$ cat src/rtl/axis_nibble_tx.sv
// rtl/axis_nibble_tx.sv - host word to 4-bit stream serializer with one-word holding buffer
// Optional build macro: AXIS_NIBBLE_TX_MSB_FIRST_EN (send the most significant nibble first).
module axis_nibble_tx #(
  parameter int BEATS = 4
) (
  input  logic                 clk_i,
  input  logic                 arstn_i,
  input  logic                 load_valid_i,
  output logic                 load_ready_o,
  input  logic [4*BEATS-1:0]   load_data_i,
  output logic                 tvalid_o,
  input  logic                 tready_i,
  output logic [3:0]           tdata_o,
  output logic                 tlast_o,
  output logic [7:0]           words_o
);

  localparam int W  = 4 * BEATS;
  localparam int CW = (BEATS > 1) ? $clog2(BEATS) : 1;
  localparam logic [CW-1:0] LAST_BEAT = CW'(BEATS - 1);

  localparam logic [0:0] S_IDLE = 1'b0;
  localparam logic [0:0] S_SEND = 1'b1;

  logic [0:0]    state_q, state_d;
  logic [W-1:0]  active_q, active_d;
  logic [CW-1:0] beat_q, beat_d;
  logic [W-1:0]  hold_q, hold_d;
  logic          hold_full_q, hold_full_d;
  logic          load_ready_q;
  logic [7:0]    words_q, words_d;

  logic          load_hs;
  logic          beat_hs;
  logic          last_hs;
  logic [W-1:0]  active_shifted;
  logic [3:0]    cur_nibble;

  // Nibble order: the active word is shifted so the next beat always sits at one end.
`ifdef AXIS_NIBBLE_TX_MSB_FIRST_EN
  assign cur_nibble     = active_q[W-1 -: 4];
  assign active_shifted = {active_q[W-5:0], 4'h0};
`else
  assign cur_nibble     = active_q[3:0];
  assign active_shifted = {4'h0, active_q[W-1:4]};
`endif

  assign tvalid_o     = (state_q == S_SEND);
  assign tlast_o      = tvalid_o && (beat_q == LAST_BEAT);
  assign tdata_o      = tvalid_o ? cur_nibble : 4'h0;
  assign load_ready_o = load_ready_q;
  assign words_o      = words_q;

  assign load_hs = load_valid_i && load_ready_q;
  assign beat_hs = tvalid_o && tready_i;
  assign last_hs = beat_hs && (beat_q == LAST_BEAT);

  // Next-state: load into active when idle or on the final beat, otherwise into hold.
  always_comb begin
    state_d     = state_q;
    active_d    = active_q;
    beat_d      = beat_q;
    hold_d      = hold_q;
    hold_full_d = hold_full_q;
    words_d     = words_q;

    if (state_q == S_IDLE) begin
      if (load_hs) begin
        active_d = load_data_i;
        beat_d   = '0;
        state_d  = S_SEND;
      end
    end else begin
      if (last_hs) begin
        words_d = words_q + 8'd1;
        beat_d  = '0;
        if (hold_full_q) begin
          // Held word follows with no bubble; a simultaneous load refills hold.
          active_d = hold_q;
          if (load_hs) begin
            hold_d = load_data_i;
          end else begin
            hold_full_d = 1'b0;
          end
        end else if (load_hs) begin
          active_d = load_data_i;
        end else begin
          state_d = S_IDLE;
        end
      end else begin
        if (beat_hs) begin
          active_d = active_shifted;
          beat_d   = beat_q + 1'b1;
        end
        if (load_hs) begin
          hold_d      = load_data_i;
          hold_full_d = 1'b1;
        end
      end
    end
  end

  // State registers; reset discards both the active and the held word.
  always_ff @(posedge clk_i) begin
    if (!arstn_i) begin
      state_q      <= S_IDLE;
      active_q     <= '0;
      beat_q       <= '0;
      hold_q       <= '0;
      hold_full_q  <= 1'b0;
      load_ready_q <= 1'b0;
      words_q      <= 8'd0;
    end else begin
      state_q      <= state_d;
      active_q     <= active_d;
      beat_q       <= beat_d;
      hold_q       <= hold_d;
      hold_full_q  <= hold_full_d;
      load_ready_q <= !hold_full_d;
      words_q      <= words_d;
    end
  end

endmodule

$ cat config.mk
export PLATFORM = sky130hd
export DESIGN_NAME = axis_nibble_tx
export DESIGN_NICKNAME = d
export VERILOG_FILES = /design/src/rtl/axis_nibble_tx.sv
export SDC_FILE = /design/constraint.sdc
export NUM_CORES = 1
export LEC_CHECK = 0
export ABC_AREA = 1
export CORE_ASPECT_RATIO = 0.8
export CORE_MARGIN = 2
export CORE_UTILIZATION = 24
export CTS_CLUSTER_SIZE = 16
export DETAILED_ROUTE_END_ITERATION = 10
export PLACE_DENSITY = 0.44
export SKIP_LAST_GASP = 1
export SLEW_MARGIN = 20
export SYNTH_ARGS = -nofsm -noshare
export SYNTH_HDL_FRONTEND = slang
export SYNTH_SLANG_ARGS = --single-unit
$ cat constraint.sdc
create_clock -name clk_i -period 1.7 [get_ports clk_i]
set_input_delay 0.34 -clock clk_i [delete_from_list [all_inputs] [get_ports clk_i]]
set_output_delay 0.34 -clock clk_i [all_outputs]
set_load 0.02 [all_outputs]
==> results of run 1 <==
-- layout make-up --
cell class / instances / area (um2) / share of cell area [%]
clock inverter: 3 / 46.3 / 1.50
timing repair buffer: 55 / 546 / 17.6
inverter: 40 / 150 / 4.86
sequential: 45 / 902 / 29.2
multi-input combinational: 258 / 1180 / 38.1
tap: 115 / 144 / 4.65
clock buffer: 5 / 125 / 4.05
-- cell usage after synthesis (all sizes together) --
| cell type | count | area (um2) |
|---|---|---|
| o21bai | 1 | 7.51 |
| nor3 | 1 | 16.3 |
| a21boi | 2 | 15.0 |
| buf | 10 | 67.6 |
| and2 | 1 | 6.26 |
| dfxtp | 45 | 901 |
| o21ai | 26 | 130 |
| o22ai | 2 | 12.5 |
| a21oi | 28 | 140 |
| inv | 40 | 150 |
| nor2 | 39 | 173 |
| nand2 | 140 | 553 |
| ha | 2 | 25.0 |
| nand3 | 15 | 87.6 |
| o21a | 1 | 7.51 |
| clkbuf | 3 | 11.3 |
-- flip-flops by register name (all words and copies together) (netlist names), named ones only --
register,count
active_q,16
words_o,8
beat_q,2
load_ready_o,1
tvalid_o,1
hold_q,16
-- power groups by stage --
stage | clock [mW] | sequential [mW] | combinational, mW
2_1_floorplan | 0 | 1.13 | 0.161
3_3_place_gp | 0 | 1.14 | 0.297
3_5_place_dp | 0 | 1.14 | 0.295
4_1_cts | 1.15 | 1.11 | 0.297
5_1_grt | 1.20 | 1.12 | 0.330
6_report | 1.13 | 1.11 | 0.293
-- worst reg2reg max path, stage by stage (launching register included) --
cell and delay [ns]:
dfxtp_1 0.35, ha_1 0.18, buf_4 0.14, inv_2 0.06
nor2_8 0.14, buf_12 0.12, nand3_1 0.12, nor2_2 0.15
nand2_1 0.06, nand2_1 0.05, inv_1 0.03, nor2_1 0.08
-- worst paths after layout --
check / to / slack (ns)
worst min register to register: words_o[5] / 0.47
worst max register to register: words_o[6] / 0.15
worst max-delay path: words_o[1] / 0.06
worst min-delay path: words_o[5] / 0.47
-- metal layers --
metal	GRT usage [%]	vias up
met2	20.1	35
li1	-	1204
met5	0	-
met3	2.45	8
met1	18.4	1016
met4	3.66	0
-- metrics by stage --
| step | area, um2 | setup slack (ns) | instances | setup TNS (ns) |
|---|---|---|---|---|
| 3_3_place_gp | 2900 | -0.0832 | 513 | -1.10 |
| 5_1_grt | 3090 | 0.0104 | 521 | 0 |
| 4_1_cts | 3070 | -0.120 | 521 | -0.120 |
| 3_5_place_dp | 2900 | -0.128 | 513 | -2.05 |
| 2_1_floorplan | 2300 | 0.267 | 356 | 0 |
| 6_report | 3090 | 0.0628 | 521 | 0 |
-- cell families after synthesis --
kind of cell               after synthesis
AOI/OAI and AO/OA                       60
buffers and inverters                   53
and+or+nand+nor                        196
adders and majority gates                2
DFF                                     45
-- cells in the final DEF (no fill, tap or decap) --
| cell type | count |
|---|---|
| dfxtp_2 | 1 |
| nand3_1 | 14 |
| nor2_8 | 1 |
| bufinv_16 | 1 |
| nand3_4 | 1 |
| clkinv_4 | 1 |
| inv_1 | 36 |
| o21a_1 | 1 |
| o21ai_1 | 4 |
| nor2_4 | 1 |
| and2_1 | 1 |
| dlygate4sd2_1 | 4 |
| nand2_2 | 1 |
| buf_12 | 3 |
| dfxtp_1 | 44 |
| inv_2 | 4 |
| a21oi_1 | 28 |
| buf_4 | 18 |
| clkdlybuf4s50_1 | 24 |
| clkbuf_16 | 5 |
| o22ai_1 | 2 |
| a21boi_0 | 2 |
| nor2_2 | 1 |
| nand2_4 | 4 |
| clkinvlp_4 | 1 |
| nand2_1 | 135 |
| dlymetal6s2s_1 | 6 |
| o21ai_0 | 22 |
| nor3_4 | 1 |
| nor2_1 | 36 |
| o21bai_1 | 1 |
| ha_1 | 2 |
==> key figures, run 1 <==
Run status
  • Status: finished, final reports clean

Routing
  • Vias per cell: roughly 4.3
  • Final ANT Viol Nets: 0
  • WL per Instance: 12.3 um
  • 1st-iter DRT viols: 76
  • Met1 WL: between 3000 and 4000 um
  • Residual DRC count: 0
  • Drt pass-1 iters: 4
  • Highest Signal Layer: met4
  • Final WL: ~6400 um
  • DR vias: 2263
  • Met3 WL: 182 um
  • Routed wl met2: roughly 2700 um

Clock tree
  • Post-cts resize count: 5
  • Root Buffer: clkbuf_16
  • Hold Buf Count CTS: 0
  • Worst skew pair latency: 0.29 ns
  • Setup repair bufs after CTS: 0
  • # clock sinks: 45
  • CTS buffer count: 5
  • Clock tree buffer depth: 2
  • H-tree Lvls: 2
  • Clock slew at reported path FFs: ~0.07 ns
  • CTS tree: built

Timing
  • Worst-Margin Slew: 0.270 ns
  • Hold Fails Final Rpt: 0
  • Fin. max-slew vios: 0
  • Final period util: between 90 and 100%
  • Setup Skew: 0.00589 ns
  • Worst Hold Slack: between 0.4 and 0.5 ns
  • Setup Viol. Count Final: 0
  • Fin crit period: 1.64 ns
  • RSZ-0062 raised after global routing: false
  • Fmax: 0.611 GHz
  • Worst rel slew slack: between 80% and 90%

Power and ir drop
  • Proportion of power drawn by combinational gates: roughly 12%
  • Clock share of power: between 40 and 50%
  • Largest vdd supply drop: between 0.4 and 0.5 mV
  • Tot Pwr: 2.54 mW
  • Reg power frac: about 44%
  • P_int: 1.91 mW
  • Leakage: 1.50 nW
  • Pwr/cell area: 821 mW/mm2
  • Net Sw Power: just over 0.6 mW
  • Sw frac: 24.6%

Setup path
  • Crit Path Category: reg -> out
  • Worst path top cell family by delay: buffers and inverters
  • WP depth: 1
  • Worst EP required: 1.36 ns
  • R2R cell count: 11
  • WP data arrival: between 1 and 1.5 ns
  • CP max FO: 4
  • CP Launch Type: flop
  • RR Startpoint: beat_q[0]
  • Worst setup EP type: output port
  • CP max stage delay: between 0.6 and 0.7 ns
  • CP bufs+invs: 1
  • CP Launch Point: words_o[1]
  • Crit-path slowest cell: clkdlybuf4s50_1
  • CP Cell Sequence: clkdlybuf4s50_1

Logic synthesis
  • Count of different cell masters after synthesis: 27
  • Avg Inst Size Synth: 6.47 um2
  • Seq/Total Area, Yosys: 39.1%
  • Post-synthesis compound-gate area fraction: 13.6%
  • Synth Cell Area: approximately 0.0023 mm2
  • Main combinational cell family by area after synthesis: simple AND/OR/NAND/NOR gates
  • Synth Area in XOR/XNOR: 0%
  • Simple-Gate Fraction of Synth Area: 36.3%
  • Ys Warns: 0
  • Synthesized instance count: 356
  • Post-Syn Nets: roughly 380
  • Number of synthesized register bits: between 40 and 50
  • Mux cell area share after synthesis: 0%
  • Synth Area in Adders: 1.09%

Finish
  • Diodes inserted: 0
  • Share of cells above drive strength 1: approximately 11%
  • Core Util, Final: 33.6%
  • # fillers: between 1000 and 1500
  • Area growth syn-to-layout: 34.2%
  • Nets@finish: approximately 430

Place
  • RD Place Congestion: ~0.8
  • HPWL reported at the end of detailed placement: between 4000 and 5000 um
  • IO buf count: 34

Worst hold path
  • Hold crit path type: reg -> reg
  • Hold path startpoint: words_o[5]
  • Hold path cells: 2

Floorplan
  • I/O pin cnt: 35
  • Die width: 114 um
  • Core ar.: approximately 0.0092 mm2
  • # rows: 31
  • Initial Util: approximately a quarter
  • Die height: just over 90 um
  • Die area: 0.0104 mm2

GRT
  • Largest net degree at the start of global routing: 20
  • Initial antenna violation count: 0
  • Number of global-route vias before repair: around 2100
  • Gr ovfl total: 0
  • Global-route wire length before repair: between 10000 and 15000 um
  • GRT Total Usage: between 10% and 20%

Flow run
  • Max-Cap Viols: 0
Power figures use the tool's default switching activity.
==> run 2: changes to the inputs <==
clock period = 1.94 ns   (was 1.7 ns; I/O delays follow)
==> key figures, run 2 (synthesis results as in run 1) <==
Floorplan
  • Initial Util: 25.1% (unchanged)
  • I/O pin cnt: 35 (unchanged)
  • Die height: 91.6 um (unchanged)
  • Die area: 0.0104 mm2 (unchanged)
  • Die width: 114 um (unchanged)
  • Core ar.: 0.00919 mm2 (unchanged)
  • # rows: 31 (unchanged)

GRT
  • Global-route wire length before repair: 10800 um (+0.64%)
  • Number of global-route vias before repair: 2107 (-2.0%)
  • Initial antenna violation count: 0 (unchanged)
  • GRT Total Usage: 13.0% (+0.064 points)
  • Gr ovfl total: 0 (unchanged)
  • Largest net degree at the start of global routing: 32 (+60%)

Timing
  • RSZ-0062 raised after global routing: false
  • Final worst setup slack: 0.112 ns (+0.0493 ns)
  • Fin crit period: 1.83 ns
  • Final TNS setup: 0 ns (unchanged)
  • Worst-Margin Slew: 0.317 ns (+0.0473 ns)
  • Worst rel slew slack: 78.8% (-3.0 points)
  • Setup Skew: 0.00915 ns (+0.00326 ns)
  • Hold Fails Final Rpt: 0 (unchanged)
  • Setup Viol. Count Final: 0 (unchanged)
  • Fmax: ~0.55 GHz
  • Final period util: a little over nine tenths
  • Fin. max-slew vios: 0 (unchanged)

Routing
  • Final WL: 6440 um (+0.28%)
  • DR vias: 2242 (-0.93%)
  • Drt pass-1 iters: 4 (unchanged)
  • 1st-iter DRT viols: 101 (+33%)
  • Final ANT Viol Nets: 0 (unchanged)
  • Vias per cell: 4.35 (+0.23%)
  • Residual DRC count: 0 (unchanged)
  • WL per Instance: 12.5 um (+1.4%)

Setup path
  • Worst setup EP type: output port
  • Worst EP required: 1.55 ns (+0.19 ns)
  • CP max FO: 7 (+3)
  • Crit Path Category: reg -> out
  • CP Launch Type: flop
  • WP data arrival: 1.44 ns (+0.14 ns)

Power and ir drop
  • Net Sw Power: 0.526 mW (-16%)
  • P_int: 1.54 mW (-20%)
  • Sw frac: 25.5% (+0.96 points)
  • Pwr/cell area: 687 mW/mm2 (-16%)
  • Leakage: 1.35 nW (-10%)
  • Clock share of power: 40.5% (-4.1 points)
  • Reg power frac: 47.3% (+3.4 points)
  • Largest vdd supply drop: 0.352 mV (-26%)
  • Tot Pwr: 2.06 mW (-19%)
  • Proportion of power drawn by combinational gates: 12.2% (+0.7 points)

Finish
  • Area of the multi-input gates: 0.00117 mm2 (-0.42%)
  • Seq. cell area: 902 um2 (unchanged)
  • Nets@finish: 421 (-1.4%)
  • Share of cells above drive strength 1: 9.50% (-1.3 points)
  • Core Util, Final: 32.7% (-0.95 points)
  • Most frequent cells in the layout: nand2_1 (135), dfxtp_1 (44), inv_1 (36), nor2_1 (36), clkdlybuf4s50_1 (32)
  • Commonest non-fill, non-tap cell in the layout: nand2_1
  • # fillers: 992 (-1.0%)
  • Area growth syn-to-layout: 30.4%
  • Diodes inserted: 0 (unchanged)

Clock tree
  • Worst skew pair latency: 0.28 ns (about the same)
  • Clock slew at reported path FFs: 0.07 ns (about the same)
  • Clock tree buffer depth: 2 (unchanged)
  • H-tree Lvls: 2 (unchanged)
  • Root Buffer: clkbuf_16
  • CTS buffer count: 5 (unchanged)
  • CTS tree: built
  • # clock sinks: 45 (unchanged)

Run status
  • Status: finished, final reports clean

Place
  • RD Place Congestion: 0.769 (-4.4%)
  • IO buf count: 34 (unchanged)
  • Place WS: 0.0569 ns (+0.185 ns)
  • HPWL reported at the end of detailed placement: 4600 um (-1.7%)

Worst hold path
  • Hold crit path type: reg -> reg

Flow run
  • Max-Cap Viols: 0 (unchanged)
[run 2: changes by cell type in the layout (fill, tap and decap cells not counted), sizes merged]
cell           change
dlygate4sd2        -3
clkinv             +1
clkdlybuf4s50      +8
dlymetal6s2s       -5
buf                -6
bufinv             -1
[run 2: what timing repair did]
action,in CTS,in global routing
endpoints found under the setup margin,3,1
setup buffers,0,0
hold buffers,0,0
gates resized for setup,2,1
[run 2: through the flow]
step | hold slack (ns) | cell area, um2 | instances
final | 0.465 | 3000 | 515
after detailed placement | 0.452 | 2860 | 507
after CTS | 0.466 | 3000 | 515
after global routing | 0.492 | 3000 | 515
after global placement | 0.449 | 2860 | 507
after floorplan | 0.432 | 2300 | 356
[run 2: power by group through the flow]
stage / Combinational, mW / Clock (mW) / Sequential [mW]
after floorplan: 0.141 / 0 / 0.993
after global placement: 0.254 / 0 / 0.997
after detailed placement: 0.252 / 0 / 0.997
after CTS: 0.254 / 0.862 / 0.976
after global routing: 0.284 / 0.910 / 0.980
final: 0.251 / 0.836 / 0.976
[run 2: final cells by class]
type	instances	area share (%)
Tap cell	115	4.79
Sequential cell	45	30.0
Clock buffer	5	4.16
Inverter	40	5.00
Clock inverter	3	0.583
Timing Repair Buffer	49	16.4
Multi-Input combinational cell	258	39.1
[run 2: worst max-delay path, cell delays in order (launching register included)]
cell and delay (ns):
dfxtp_2 0.41, nand2_1 0.10, inv_1 0.06, clkdlybuf4s50_1 0.59
[run 2: worst paths after layout]
check / start / end / slack (ns) / depth (start not counted)
worst max-delay path: tvalid_o / tdata_o[0] / 0.11 / 3
worst min-delay path: beat_q[0] / beat_q[0] / 0.46 / 1
worst max register to register: beat_q[0] / hold_q[7] / 0.35 / 9
worst min register to register: beat_q[0] / beat_q[0] / 0.46 / 1
[run 2: per-layer routing]
layer / GRT usage [%] / up-vias / part of all wire (%)
li1: - / 1197 / -
met1: 19.7 / 1010 / 55
met2: 19.0 / 33 / 41
met3: 2.71 / 2 / 3.2
met4: 2.74 / 0 / 0.68
met5: 0 / - / 0
==> patch 1, RTL diff (flow settings as in run 1) <==
Build with the macro `AXIS_NIBBLE_TX_MSB_FIRST_EN` defined.
--- a/src/rtl/axis_nibble_tx.sv
+++ b/src/rtl/axis_nibble_tx.sv
@@ -1,4 +1,6 @@
 // rtl/axis_nibble_tx.sv - host word to 4-bit stream serializer with one-word holding buffer
 // Optional build macro: AXIS_NIBBLE_TX_MSB_FIRST_EN (send the most significant nibble first).
+`define AXIS_NIBBLE_TX_MSB_FIRST_EN
+
 module axis_nibble_tx #(
   parameter int BEATS = 4
Formal check against the unedited RTL: not equivalent (a bounded check fails within 4 cycles, from zero or initial values and one cycle with arstn_i low).
==> patch 1 against run 1 <==
Wire length rose by 5.3%. Setup slack got worse by 7.9 ps. Design area rose by 4.6%. Sequential power barely moved. Area after synthesis rose by 5.3%. Sequential cell count did not move. Count of clock-buffer cells in the layout did not move. Total power rose by 5.7%. Critical path type unchanged. Largest cell class unchanged.
==> patch 1: results (changes against run 1) <==
| Metric | Value |
|---|---|
| Status | finished, final reports clean |
| Final #Nets | 433 (+1.4%) |
| Num CTS Buffers | 5 (unchanged) |
| Max incr delay on CP | 630 ps |
| # fillers | 1044 (+4.2%) |
| Register area share after synthesis | 37.1% (-2.0 points) |
| Routed vias/inst | 4.21 (-3.1%) |
| Commonest cells post-synth | nand2_1, dfxtp_1, a21oi_1 |
| Critical R2R Launch | beat_q[0] |
| Post-CTS Setup Repair Bufs | 0 (unchanged) |
| Max FO, Critical Path | 5 (+1) |
| Cell count of the worst reg-to-reg path | 9 (-2) |
| DRT Wirelength | 6760 µm (+5.3%) |
| Area contributors post-synth | dfxtp_1, nand2_1, a21oi_1 |
| First-pass detailed-route iteration total | 4 (unchanged) |
| Placed inst area | 3040 µm² (+4.6%) |
| Syn_nets | 383 (+1.3%) |
| Root buffer cell | clkbuf_16 |
| Initial antenna violation count | 0 (unchanged) |
| Synth unique cells | 33 (+22%) |
| Number of H-tree levels | 2 (unchanged) |
| Iter 0 DRT Violations | 92 (+21%) |
| FF-to-FF End | active_q[15] |
| Vias in the first global route | 2343 (+9.0%) |
| Clock skew | 7.04 ps (+1.15 ps) |
| Clock latency on the worst-skew pair | about 280 ps |
| Share of layout cells above drive strength 1 | 16.5% (+5.7 points) |
| Total global-route track usage | 13.5% (+0.49 points) |
| RD Place Congestion | 0.796 (-1.0%) |
| Port Buffers | 34 (unchanged) |
| Worst VDD drop | 0.000399 V (-16%) |
| Critical path origin | words_o[0] |
| Post-detail-place hpwl | 5070 µm (+8.3%) |
| Crit path max-delay family | buffers and inverters |
| Fraction of registers with async set/reset | 0% (unchanged) |
| First-pass GRT wire length | 11500 µm (+7.3%) |
| Setup crit end | words_o[0] |
| YS warnings | 0 (unchanged) |
| CP arrival | 1310 ps |
| R2R setup slack | 150 ps (about the same) |
| Clk slew on worst S/H paths | 70 ps (about the same) |
| Worst-Margin Slew | 345 ps (+74.5 ps) |
| Leak | 1.45 nW (-3.8%) |
| Pin count of the biggest net entering global routing | 24 (+20%) |
[patch 1: cell count changes after synthesis, sizes merged]
cell and delta:
nand3 +5, nand2 +23, clkinv +3, inv -11, a21oi +9, a211oi +1
o22ai -1, clkbuf +1, nor2 -12, o21ai -15, buf +1, a21boi +1
[patch 1: power by group]
group | switching, mW | internal, mW
combinational | 0.179 | 0.138
sequential | 0.0232 | 1.09
clock | 0.414 | 0.840
total | 0.616 | 2.07
[patch 1: routing by layer]
layer / wire (µm) / vias up / part of all wire, % / global-route usage (%)
met5: 0 / - / 0 / 0
met4: 38 / 0 / 0.56 / 2.88
met3: 275 / 2 / 4.1 / 2.58
met2: 2940 / 30 / 43 / 21.9
met1: 3510 / 1044 / 52 / 18.5
li1: - / 1230 / - / -
[patch 1: worst min path at each step]
stage	end	slack, ps	startpoint	depth (start not counted)
after global placement	beat_q[1]	450	beat_q[1]	2
after global routing	hold_q[10]	490	hold_q[10]	2
after detailed placement	words_o[5]	460	words_o[5]	2
after CTS	words_o[5]	470	words_o[5]	2
after floorplan	beat_q[1]	440	beat_q[1]	2
final	words_o[5]	460	words_o[5]	2
[patch 1: area by class of cell]
cell class                      instances  area (µm²)  share of cell area (%)
Clock buffer                            5         125                    3.87
Clock inverter                          3        65.1                    2.01
Inverter                               32         131                    4.06
Multi-Input combinational cell        269        1280                    39.6
Sequential cell                        45         902                    27.9
Tap cell                              136         170                    5.26
Timing Repair Buffer                   58         561                    17.3
[patch 1: what timing repair did]
action                                 CTS  global route
setup endpoints to repair                6             4
endpoints found under the hold margin    0             0
resized for setup                        5             4
[patch 1: cells by family after synthesis]
family                     count (synthesis)  synth area share [%]
buffers and inverters                     47                  10.2
adders and majority gates                  2                  1.03
DFF                                       45                  37.1
AOI/OAI and AO/OA                         55                  13.6
and+or+nand+nor                          212                  38.1
[patch 1: worst register-to-register path, cell delays in order (launching register included)]
cell      delay [ps]
dfxtp_1          310
ha_1             220
buf_4            150
inv_2            110
nor2_8            70
nand2_4           70
nand2_1           70
buf_4            170
a21boi_0         190
a21oi_1           80
[patch 1: through the flow]
stage	hold slack, ps	cells	worst slack, ps
after floorplan	443	361	316
after global placement	453	540	-69.5
after detailed placement	457	540	-90.0
after CTS	467	548	-125
after global routing	488	548	2.07
final	459	548	54.9
==> patch 2, RTL diff (flow settings as in run 1) <==
Without the edit above. Take the reset off `hold_q` and load it in a clocked block of its own.
--- a/src/rtl/axis_nibble_tx.sv
+++ b/src/rtl/axis_nibble_tx.sv
@@ -107,5 +107,4 @@
       active_q     <= '0;
       beat_q       <= '0;
-      hold_q       <= '0;
       hold_full_q  <= 1'b0;
       load_ready_q <= 1'b0;
@@ -115,5 +114,4 @@
       active_q     <= active_d;
       beat_q       <= beat_d;
-      hold_q       <= hold_d;
       hold_full_q  <= hold_full_d;
       load_ready_q <= !hold_full_d;
@@ -122,4 +120,8 @@
   end
 
+  always_ff @(posedge clk_i) begin
+    hold_q <= hold_d;
+  end
+
 endmodule
 
Function: no difference found for any inputs over 10 cycles, from zero or initial values and one cycle with arstn_i low; that may be too few to reach the edited logic, so the function may still have changed.
==> patch 2 against run 1 <==
Total power grew 0.79%. Sequential cell count is the same. Design area grew 1.5%. Setup slack gained 15 ps. Register-to-register slack is essentially flat. Via count shrank 8.7%. Core utilization shrank 0.85 points. First-iteration DRC count shrank 9.2%. Synthesized cell count shrank 14%. Count of clock-buffer cells in the layout grew 1. Wire length shrank 4.0%. Sequential power grew 5%. Area after synthesis grew 1.4%. Critical path type unchanged. Critical endpoint is now words_o[4]. Largest cell class is now sequential cells. Largest power group is now sequential cells.
==> patch 2: results (changes against run 1) <==
| Metric | Value |
|---|---|
| Fmax | 617 MHz (+0.94%) |
| First-pass GRT wire length | 10100 µm (-5.4%) |
| Dominant kind of cell | sequential cells |
| Commonest cells post-synth | nand2_1, dfxtp_1, inv_1 |
| Seq/total area | 33.8% (+4.6 points) |
| Register area share after synthesis | 45.4% (+6.3 points) |
| Syn_nets | 329 (-13%) |
| Post-detail-place hpwl | 4460 µm (-4.8%) |
| Synth unique cells | 32 (+19%) |
| Worst-Margin Slew | 277 ps (+6.97 ps) |
| Status | finished, final reports clean |
| Multi-input combinational area share | 33.2% (-4.9 points) |
| Layout clock buffers | 6 (+1) |
| Pin count of the biggest net entering global routing | 17 (-15%) |
| RD Place Congestion | 0.814 (+1.2%) |
| Hold Path Origin | beat_q[0] |
| # fillers | 1012 (+1.0%) |
| Worst Hold Depth | 1 (-1) |
| Routed vias/inst | 4.28 (-1.4%) |
| Dpl ws | -85.1 ps (+42.9 ps) |
| Signal buffers | 61 (+11%) |
| Max FO, Critical Path | 5 (+1) |
| Cell count of the worst reg-to-reg path | 9 (-2) |
| #MultiIn Comb | 219 (-15%) |
| Clock skew | 9.44 ps (+3.55 ps) |
| Hold path endpoint | beat_q[0] |
| ClkCell Share | 5.19% (-0.36 points) |
| Iter 0 DRT Violations | 69 (-9.2%) |
| Area contributors post-synth | dfxtp_1, edfxtp_1, nand2_1 |
| Buffering overhead | 19.5% (+1.8 points) |
| Final #Nets | 384 (-10%) |
| WL per Instance | 12.8 µm (+3.8%) |
patch 2: changes by cell type after synthesis, moves of 3 or more:
cell	change
a21oi_1	-5
buf_4	-4
buf_6	+3
dfxtp_1	-16
edfxtp_1	+16
inv_1	-11
nand2_1	-11
nand3_2	+5
nor2_1	-18
o21ai_0	-12
patch 2: cells by family (layout without fill, tap and decap cells):
logic type                 after synthesis  in the layout  synth area share (%)
AOI/OAI and AO/OA                       44             44                  10.3
adders and majority gates                2              2                  1.07
and+or+nand+nor                        173            173                  32.8
DFF                                     45             45                  45.4
buffers and inverters                   43             99                  10.3
patch 2: worst max path at each step:
stage / startpoint / endpoint / cells past startpoint
after floorplan: beat_q[0] / hold_q[0] / 7
after global placement: tready_i / active_q[2] / 8
after detailed placement: tready_i / active_q[2] / 8
after CTS: words_o[0] / words_o[0] / 1
after global routing: words_o[4] / words_o[4] / 1
final: words_o[4] / words_o[4] / 1
patch 2: metal layers:
layer | up-vias | track usage, % | routed length (µm)
met3 | 5 | 2.25 | 165
met2 | 31 | 18.4 | 2700
met1 | 945 | 17.9 | 3250
met4 | 0 | 3.35 | 57
met5 | - | 0 | 0
li1 | 1084 | - | -
patch 2: report_power, final:
group	leakage (nW)	total (mW)	switching (mW)	internal [mW]
clock	0.0785	1.09	0.404	0.690
sequential	0.381	1.17	0.0207	1.15
combinational	0.929	0.295	0.158	0.137
patch 2: through the flow:
stage	util, %	total power, mW	setup TNS, ps	cells	hold WS, ps
after floorplan	-	1.34	0	307	432
after global placement	31.2	1.49	-828	474	449
after detailed placement	31.2	1.49	-1300	474	452
after CTS	32.8	2.60	0	482	462
after global routing	32.8	2.67	0	482	493
final	32.8	2.56	0	482	459
patch 2: what timing repair did:
action	4_1_cts	5_1_grt
endpoints found under the setup margin	8	1
setup buffers	0	0
gates resized for setup	8	1
